--- src/rtl/inst_fetch_sequencer.sv ---
// ============================================================================
//  Module      : inst_fetch_sequencer
//  Description : Fetches instructions from program memory at the interpreter
//                PC, issues each one with a one-cycle start pulse and waits
//                for done. Handles run / single-step / halt-word control.
//                Optional done-wait watchdog: define FETCH_WATCHDOG_EN.
//  Revision    : 1.0 - initial release
// ============================================================================
`default_nettype none

module inst_fetch_sequencer #(
  parameter int                ADDR_W      = 8,
  parameter int                INST_W      = 16,
  parameter logic [INST_W-1:0] HALT_WORD   = 16'hFFFF,
  parameter int                WDOG_CYCLES = 64
) (
  input  logic              clk,
  input  logic              rst_n,
  input  logic              run,
  input  logic              step,
  input  logic [ADDR_W-1:0] pc_in,
  output logic              mem_rd,
  output logic [ADDR_W-1:0] mem_addr,
  input  logic [INST_W-1:0] mem_data,
  input  logic              mem_valid,
  output logic [INST_W-1:0] inst,
  output logic              start,
  input  logic              done,
  output logic              busy,
  output logic              halted,
  output logic [15:0]       inst_count,
  output logic              fault
);

  typedef enum logic [2:0] {
    IDLE   = 3'd0,
    FETCH  = 3'd1,
    ISSUE  = 3'd2,
    EXEC   = 3'd3,
    HALTED = 3'd4
  } state_t;

  state_t state;

`ifdef FETCH_WATCHDOG_EN
  localparam int WDOG_W = ($clog2(WDOG_CYCLES + 1) > 8) ? $clog2(WDOG_CYCLES + 1) : 8;
  localparam logic [WDOG_W-1:0] WDOG_LAST = WDOG_W'(WDOG_CYCLES - 1);

  logic [WDOG_W-1:0] wdog_cnt;
`else
  assign fault = 1'b0;
`endif

  always_ff @(posedge clk or negedge rst_n) begin
    if (!rst_n) begin
      state      <= IDLE;
      mem_rd     <= 1'b0;
      mem_addr   <= '0;
      inst       <= '0;
      start      <= 1'b0;
      busy       <= 1'b0;
      halted     <= 1'b0;
      inst_count <= 16'd0;
`ifdef FETCH_WATCHDOG_EN
      fault      <= 1'b0;
      wdog_cnt   <= '0;
`endif
    end else begin
      start <= 1'b0;
      unique case (state)
        IDLE: begin
          if (run || step) begin
            state    <= FETCH;
            mem_addr <= pc_in;
            mem_rd   <= 1'b1;
            busy     <= 1'b1;
          end
        end

        FETCH: begin
          if (mem_valid) begin
            mem_rd <= 1'b0;
            if (mem_data == HALT_WORD) begin
              state  <= HALTED;
              busy   <= 1'b0;
              halted <= 1'b1;
            end else begin
              inst  <= mem_data;
              start <= 1'b1;
              state <= ISSUE;
            end
          end
        end

        // done is deliberately not looked at here, so a level left high by
        // the previous instruction cannot complete this one.
        ISSUE: begin
          state <= EXEC;
`ifdef FETCH_WATCHDOG_EN
          wdog_cnt <= '0;
`endif
        end

        EXEC: begin
          if (done) begin
            inst_count <= inst_count + 16'd1;
            if (run) begin
              state    <= FETCH;
              mem_addr <= pc_in;
              mem_rd   <= 1'b1;
            end else begin
              state <= IDLE;
              busy  <= 1'b0;
            end
          end
`ifdef FETCH_WATCHDOG_EN
          else if (wdog_cnt == WDOG_LAST) begin
            fault  <= 1'b1;
            state  <= HALTED;
            busy   <= 1'b0;
            halted <= 1'b1;
          end else begin
            wdog_cnt <= wdog_cnt + 1'b1;
          end
`endif
        end

        HALTED: begin
          state <= HALTED;
        end

        default: begin
          state  <= IDLE;
          mem_rd <= 1'b0;
          busy   <= 1'b0;
          halted <= 1'b0;
        end
      endcase
    end
  end

endmodule

`default_nettype wire

--- config.mk ---
export PLATFORM = sky130hd
export DESIGN_NAME = inst_fetch_sequencer
export DESIGN_NICKNAME = d
export VERILOG_FILES = /design/src/rtl/inst_fetch_sequencer.sv
export SDC_FILE = /design/constraint.sdc
export NUM_CORES = 1
export LEC_CHECK = 0
export BUFFER_PORTS_ARGS = -buffer_cell sky130_fd_sc_hd__buf_4
export CORE_AREA = 4 4 83 62
export DETAILED_ROUTE_END_ITERATION = 7
export DIE_AREA = 0 0 87 66
export PLACE_DENSITY = 0.78
export SLEW_MARGIN = 40
export SYNTH_ARGS = -nofsm -noshare
export SYNTH_HDL_FRONTEND = slang
export SYNTH_SLANG_ARGS = --single-unit
--- constraint.sdc ---
create_clock -name clk -period 2.2 [get_ports clk]
set_input_delay 0.11 -clock clk [delete_from_list [all_inputs] [get_ports clk]]
set_output_delay 0.11 -clock clk [all_outputs]
set_load 0.02 [all_outputs]
==> results of run 1 <==
[registers in the layout, indices dropped and copies added (netlist names)]
name,count
start,1
mem_rd,1
inst,16
inst_count,16
busy,1
halted,1
state,3
mem_addr,8
[final cells by class]
cell class	count	area, um2
clock buffers	5	68.82
clock inverters	3	23.77
fillers	344	1509
inverters	3	11.26
multi-input cells	104	848.3
flip-flops and latches	47	1176
well taps	55	68.82
repair buffers	76	573.1
[path summary, 6_finish.rpt]
check	cells after the start	start	to	slack, ns
worst max-delay path	4	state[0]$_DFFE_PN0P_	mem_addr[2]$_DFFE_PN0P_	0.43
worst min register to register	1	inst_count[15]$_DFFE_PN0P_	inst_count[15]$_DFFE_PN0P_	0.47
min in group asynchronous	2	rst_n	inst[13]$_DFFE_PN0P_	0.35
worst min-delay path	2	pc_in[6]	mem_addr[6]$_DFFE_PN0P_	0.03
worst max register to register	4	state[0]$_DFFE_PN0P_	mem_addr[2]$_DFFE_PN0P_	0.43
max in group asynchronous	2	rst_n	inst_count[12]$_DFFE_PN0P_	1.46
[Yosys cell counts (2+ instances only)]
cell type  number  area (um2)
xor2_1          4       35.03
a21oi_1         3       15.01
o21ai_0         4       20.02
buf_2           2       10.01
nor2_1          7       26.28
or3_1           2       12.51
nor4_4          2       42.54
mux2_4          9       135.1
and3_1          2       12.51
xnor2_1        11       96.34
nand2_1        12       45.04
nand4_1        10       62.56
dfrtp_1        47        1176
nand3_1         4       20.02
mux2_2         15       168.9
nor4_1          2       12.51
inv_1           3       11.26
[layout by cell type, fill, tap and decap left out]
| cell type | instances |
|---|---|
| nor2b_1 | 1 |
| xnor2_1 | 11 |
| a21oi_2 | 1 |
| nand4b_2 | 1 |
| or2_2 | 1 |
| inv_6 | 1 |
| mux2_2 | 15 |
| a31o_2 | 1 |
| and3b_1 | 1 |
| o32a_1 | 1 |
| nor4_2 | 1 |
| buf_4 | 75 |
| nor2_1 | 7 |
| nor4_4 | 2 |
| dfrtp_1 | 47 |
| nor4b_1 | 1 |
| and2_1 | 1 |
| nand3_1 | 4 |
| nand4_1 | 10 |
| nor4_1 | 2 |
| conb_1 | 1 |
| and3_1 | 2 |
| o21ai_1 | 1 |
| nand2b_1 | 1 |
| xor2_1 | 4 |
| inv_1 | 3 |
| nand2_1 | 12 |
| nor3b_1 | 1 |
| ha_1 | 1 |
| a221oi_1 | 1 |
| mux2_4 | 9 |
| or3_1 | 2 |
| o21ai_0 | 4 |
| a21oi_1 | 3 |
| clkinvlp_4 | 2 |
| and4_1 | 1 |
| clkbuf_8 | 5 |
| dlygate4sd3_1 | 1 |
[worst reg2reg max path, cell delays in order, from the launching register on]
cell and delay [ns]:
dfrtp_1 0.49, nor2_1 0.26, o21ai_1 0.13, a21oi_2 0.40, mux2_2 0.39
[power groups by stage]
stage	clock (mW)	sequential (mW)	combinational, mW
3_3_place_gp	0	1.41	1.58
4_1_cts	0.538	1.41	1.61
5_1_grt	0.584	1.45	1.70
6_report	0.526	1.40	1.58
2_1_floorplan	0	1.73	0.642
3_5_place_dp	0	1.42	1.61
[per-layer routing]
layer	GRT usage	wire, um	share of wire
met4	0.05253	31	0.0071
met2	0.2633	2115	0.49
met1	0.2276	1973	0.45
met3	0.04483	229	0.053
met5	0	0	0
[cells by family (layout without fill, tap and decap cells)]
family | count (synthesis) | after routing
simple gates | 51 | 51
flops | 47 | 47
mux | 24 | 24
xor+xnor | 15 | 15
compound gates | 12 | 12
buf+inv | 8 | 87
fa+ha+maj | 1 | 1
other cells | 1 | 1
==> results.md, run 1 <==
- Critical Path, Cell by Cell: nor2_1, o21ai_1, a21oi_2, mux2_2
- Synth unique cells: 37
- Total power: between 3 and 4 mW
- CP bufs+invs: 0
- Fin worst setup slack: around 0.43 ns
- Die area: approximately 0.0057 mm2
- CP delay by family, top: compound AO/OA/AOI/OAI gates
- Chip Height: 66 um
- Setup crit end kind: register
- Gr ovfl total: 0
- I/O Buffers: 73
- CTS tree: built
- Xor and xnor area share after synthesis: 0.06352
- Share of cells above drive strength 1: 0.4790
- Vias/cell: about 5.0
- PD cells: 1269 mW/mm2
- Detail Route Antenna Nets: 0
- Maximum fanout along the worst path: 11
- Initial Utilization: 0.4833
- Outcome: completed
- DR vias: between 1000 and 1500
- Clock buffer depth: 2
- Std cell rows: 20
- First-pass GRT wire length: roughly 7500 um
- Placed Cells: ~280
- Mapped Avg Cell Area: about 13 um2
- Arr. time, crit path: a little under 2 ns
- Initial antenna violation count: 0
- Synth Net Count: 190
- Mux share of post-synthesis cell area: 0.1470
- Final worst path period need: roughly 1.8 ns
- Design Area, Final: about 0.0028 mm2
- CP max stage delay: between 0.4 and 0.5 ns
- Max stage delay cell, worst path: dfrtp_1
- Yosys reg bits: 47
- Number of inserted diodes: 0
- Post-synthesis adder-cell area fraction: 0.006050
- Drc violations: 0
- Maximum operating frequency: between 500 and 600 MHz
- DR WL/cell: ~15 um
- All-layer global routing usage: 0.1682
- Worst slew margin: 0.6167
- Hold Fails Final Rpt: 0
- Synth Area in Compound Gates: 0.03690
- Detailed Route WL: 4350 um
- CTS Root Cell: clkbuf_8
- Setup TNS: 0 ns
- Number of synthesized flops with an enable pin: 0
- Sink Count: between 40 and 50
- Post-Synthesis Cells: approximately 160
- Kind of critical path: register to register
- CTS Buf Count: 5
- CP required: ~2.4 ns
- Dpl hpwl: between 3000 and 4000 um
- Clk network pwr share: 0.150
- Largest net degree at the start of global routing: 48
- Crit share post-route: 0.8064
- Switching share of power: 0.3694
- Core area: ~0.0043 mm2
- Synth Flop Type: dfrtp_1
- H-tree depth: 2
- Largest family of logic cells by synthesized area: simple AND/OR/NAND/NOR gates
- Worst-margin pin slew: between 0.5 and 0.6 ns
- FFs w/ async S/R, synth: 1.000
- Final setup fails: 0
- Clk slew on worst S/H paths: about 0.1 ns
- Min-delay worst type: input pin to register
- Layout Skew: roughly 0.013 ns
- MaxCap Viol Count: 0
- Ys Warns: 0
- Post-synthesis simple-gate area fraction: 0.1549
- Count of hold buffers inserted by post-cts repair: 1
- Layout area overhead: 33.94%
- Sequential fraction of design power: 0.400
- Leakage: roughly 1.3 nW
- TritonRoute pass-1 iters: 4
- Nets: ~270
- Switching power: about 1.3 mW
- IO Pins: 75
- DP Worst Slack: 0.4391 ns
- Sequential share of the synthesized area: 0.5687
- Latest clock arrival within the worst-skew pair: 0.30 ns
- Resize count post-CTS: 0
- IR drop worst, VDD: 0.0008555 V
- Routability congestion estimate from global placement: about 0.80
- Hold WS: around 0.033 ns
- Iteration-0 DRC Markers: 90
- Final Max Slew Viols: 0
- Gate power share: 0.451
- Placed Instance Area: around 0.0027 mm2
- Worst setup SP type: register
- Final std cells w/o fill: 293
- RSZ-0062 raised after global routing: false
- Mapped cell area: around 0.0021 mm2
- Setup Fix Bufs, Post-CTS: 0
- Int Pwr: 2.216 mW
- Die width: about 87 um
- Vias in the first global route: between 1500 and 2000
- Fin util: 0.6474
No activity file was read; power rests on OpenSTA's default activity.
==> run 2: changes to the inputs <==
==> constraint.sdc (replaced) <==
create_clock -name clk -period 1.67 [get_ports clk]
set_input_delay 0.0835 -clock clk [delete_from_list [all_inputs] [get_ports clk]]
set_output_delay 0.0835 -clock clk [all_outputs]
set_load 0.02 [all_outputs]
==> run 2 against run 1 <==
Clock skew shrank 0.0080 ns. Critical path depth unchanged. First-iteration DRC count shrank 24%. Count of clock-buffer cells in the layout is 3 higher. Hold slack worse by 0.015 ns. Sequential cell count did not move. Critical path type unchanged. Critical endpoint is now inst[15]$_DFFE_PN0P_. Largest power group unchanged.
==> results.md, run 2 (same netlist as run 1, synthesis figures left out) <==
- Crit Reg-Reg Startpoint: state[0]$_DFFE_PN0P_ (unchanged)
- Die area: 0.005742 mm2 (unchanged)
- WHS Path Cells: 2 (unchanged)
- CP required: 1.85 ns (was 2.40 ns)
- Design Area, Final: 0.002860 mm2 (was 0.002770 mm2)
- All-layer global routing usage: 0.1676 (was 0.1682)
- Total power: 4.781 mW (was 3.514 mW)
- Worst setup SP type: register (unchanged)
- Layout area overhead: 38.29% (was 33.94%)
- Number of inserted diodes: 0 (unchanged)
- MaxCap Viol Count: 0 (unchanged)
- Iteration-0 DRC Markers: 68 (was 90)
- Final Max Slew Viols: 0 (unchanged)
- Fin worst setup slack: 0.09027 ns (was 0.4258 ns)
- Hold_sp: pc_in[3] (was pc_in[6])
- Placed Cells: 290 (was 284)
- Final worst path period need: 1.580 ns (was 1.774 ns)
- Arr. time, crit path: 1.76 ns (was 1.97 ns)
- Reg2reg path depth: 4 (unchanged)
- Maximum operating frequency: 633.0 MHz (was 563.6 MHz)
- Latest clock arrival within the worst-skew pair: 0.29 ns (was 0.30 ns)
- DR vias: 1507 (was 1477)
- DR WL/cell: 14.67 um (was 14.85 um)
- Largest registers: inst x16, inst_count x16, mem_addr x8 (unchanged)
- Worst slew margin: 0.6156 (was 0.6167)
- WL met1: 1999 um (was 1973 um)
- Leakage: 1.375 nW (was 1.315 nW)
- Die width: 87 um (unchanged)
- Most frequent cells in the layout: 79 x buf_4, 46 x dfrtp_1, 15 x mux2_2 (was 75 x buf_4, 47 x dfrtp_1, 15 x mux2_2)
- Maximum fanout along the worst path: 17 (was 11)
- Detail Route Antenna Nets: 0 (unchanged)
- TritonRoute pass-1 iters: 4 (unchanged)
- Max stage delay cell, worst path: dfrtp_1 (unchanged)
- Layout Skew: 0.004564 ns (was 0.01255 ns)
- Hold WS: 0.01849 ns (was 0.03307 ns)
- CTS Buf Count: 5 (unchanged)
- Outcome: completed (unchanged)
- First-pass GRT wire length: 7383 um (was 7472 um)
- WL met3: 192 um (was 229 um)
- Kind of critical path: register to register (unchanged)
- Clock buffer depth: 2 (unchanged)
- Final setup fails: 0 (unchanged)
- Dpl hpwl: 3393 um (was 3357 um)
- Drc violations: 0 (unchanged)
- Gr ovfl total: 0 (unchanged)
- Std cell rows: 20 (unchanged)
- DP Worst Slack: 0.06020 ns (was 0.4391 ns)
- Setup TNS: 0 ns (unchanged)
- CP delay by family, top: flip-flops (was compound AO/OA/AOI/OAI gates)
- Sink Count: 47 (unchanged)
- Largest net degree at the start of global routing: 48 (unchanged)
- Vias in the first global route: 1546 (was 1530)
- PD cells: 1671 mW/mm2 (was 1269 mW/mm2)
- Initial antenna violation count: 0 (unchanged)
- Min-delay worst type: input pin to register (unchanged)
- Setup crit end kind: register (unchanged)
- I/O Buffers: 73 (unchanged)
- Core area: 0.004279 mm2 (unchanged)
- RSZ-0062 raised after global routing: false (unchanged)
- Initial Utilization: 0.4833 (unchanged)
- Critical Path, Cell by Cell: nand2_1, nor4_4, buf_12, mux2_2 (was nor2_1, o21ai_1, a21oi_2, mux2_2)
- Routability congestion estimate from global placement: 0.8231 (was 0.7988)
- Chip Height: 66 um (unchanged)
- Highest routed layer: met4 (unchanged)
- Detailed Route WL: 4386 um (was 4350 um)
- H-tree depth: 2 (unchanged)
- Setup Fix Bufs, Post-CTS: 0 (unchanged)
- Crit share post-route: 0.9459 (was 0.8064)
- Hold endpoint: mem_addr[3]$_DFFE_PN0P_ (was mem_addr[6]$_DFFE_PN0P_)
- Most common cell after layout, fill and taps aside: buf_4 (unchanged)
- Final std cells w/o fill: 299 (was 293)
- Clk slew on worst S/H paths: 0.08 ns (was 0.10 ns)
- IO Pins: 75 (unchanged)
- Worst-margin pin slew: 0.5766 ns (was 0.5749 ns)
- Vias/cell: 5.040 (was 5.041)
- Nets: 274 (was 268)
- CP bufs+invs: 1 (was 0)
- Fin util: 0.6684 (was 0.6474)
- IR drop worst, VDD: 0.001018 V (was 0.0008555 V)
- Setup slack, reg-to-reg: 0.09 ns (was 0.43 ns)
- CTS tree: built (unchanged)
- Hold Fails Final Rpt: 0 (unchanged)
- CTS Root Cell: clkbuf_8 (unchanged)
- R2r endpoint: inst[15]$_DFFE_PN0P_ (was mem_addr[2]$_DFFE_PN0P_)
- Met2 WL: 2117 um (was 2115 um)
- CP max stage delay: 0.53 ns (was 0.49 ns)
- Share of cells above drive strength 1: 0.4959 (was 0.4790)
- Placed Instance Area: 0.002738 mm2 (was 0.002668 mm2)
run 2: cell types whose count changed in the layout (fill, tap and decap cells not counted), moves of 2 or more:
cell	previous run	this run
clkinvlp_4	2	0
buf_12	0	2
buf_4	75	79
clkbuf_8	5	7
run 2: report_power, final:
part	internal [mW]	total [mW]	switching, mW
sequential	1.55	1.87	0.329
clock	0.378	0.732	0.354
combinational	1.16	2.17	1.02
run 2: layout make-up:
class | count | area [um2]
Fill cell | 315 | 1419
Sequential cell | 47 | 1177
Multi-Input combinational cell | 104 | 859.6
Timing Repair Buffer | 82 | 643.1
Clock buffer | 8 | 100.1
Tap cell | 55 | 68.82
Inverter | 3 | 11.26
run 2: worst max-delay path by stage:
stage | from | endpoint | slack, ns | cells past startpoint
2_1_floorplan | state[0]$_DFFE_PN0P_ | mem_addr[0]$_DFFE_PN0P_ | 0.07 | 5
6_report | state[0]$_DFFE_PN0P_ | inst[15]$_DFFE_PN0P_ | 0.09 | 4
3_3_place_gp | state[1]$_DFFE_PN0P_ | busy$_DFFE_PN0P_ | 0.10 | 5
3_5_place_dp | state[1]$_DFFE_PN0P_ | busy$_DFFE_PN0P_ | 0.06 | 5
4_1_cts | state[1]$_DFFE_PN0P_ | busy$_DFFE_PN0P_ | 0.07 | 5
5_1_grt | state[0]$_DFFE_PN0P_ | inst[15]$_DFFE_PN0P_ | 0.02 | 4
run 2: timing repair:
item                                   4_1_cts  5_1_grt
setup endpoints to repair                    0        4
endpoints found under the hold margin       47        0
resized for setup                            0        3
hold buffers                                 1        0
run 2: metal layers:
layer  up-vias  global-route usage
li1        733                   -
met5         -                   0
met2        38              0.2585
met4         0             0.07004
met3         7             0.03736
met1       729              0.2275
run 2: worst register-to-register path, delay by kind of cell, from the launching register on:
kind	cells	cell delay, ns
buffers and inverters	1	0.21
flip-flops	1	0.53
multiplexers	1	0.36
AND/OR/NAND/NOR	2	0.38
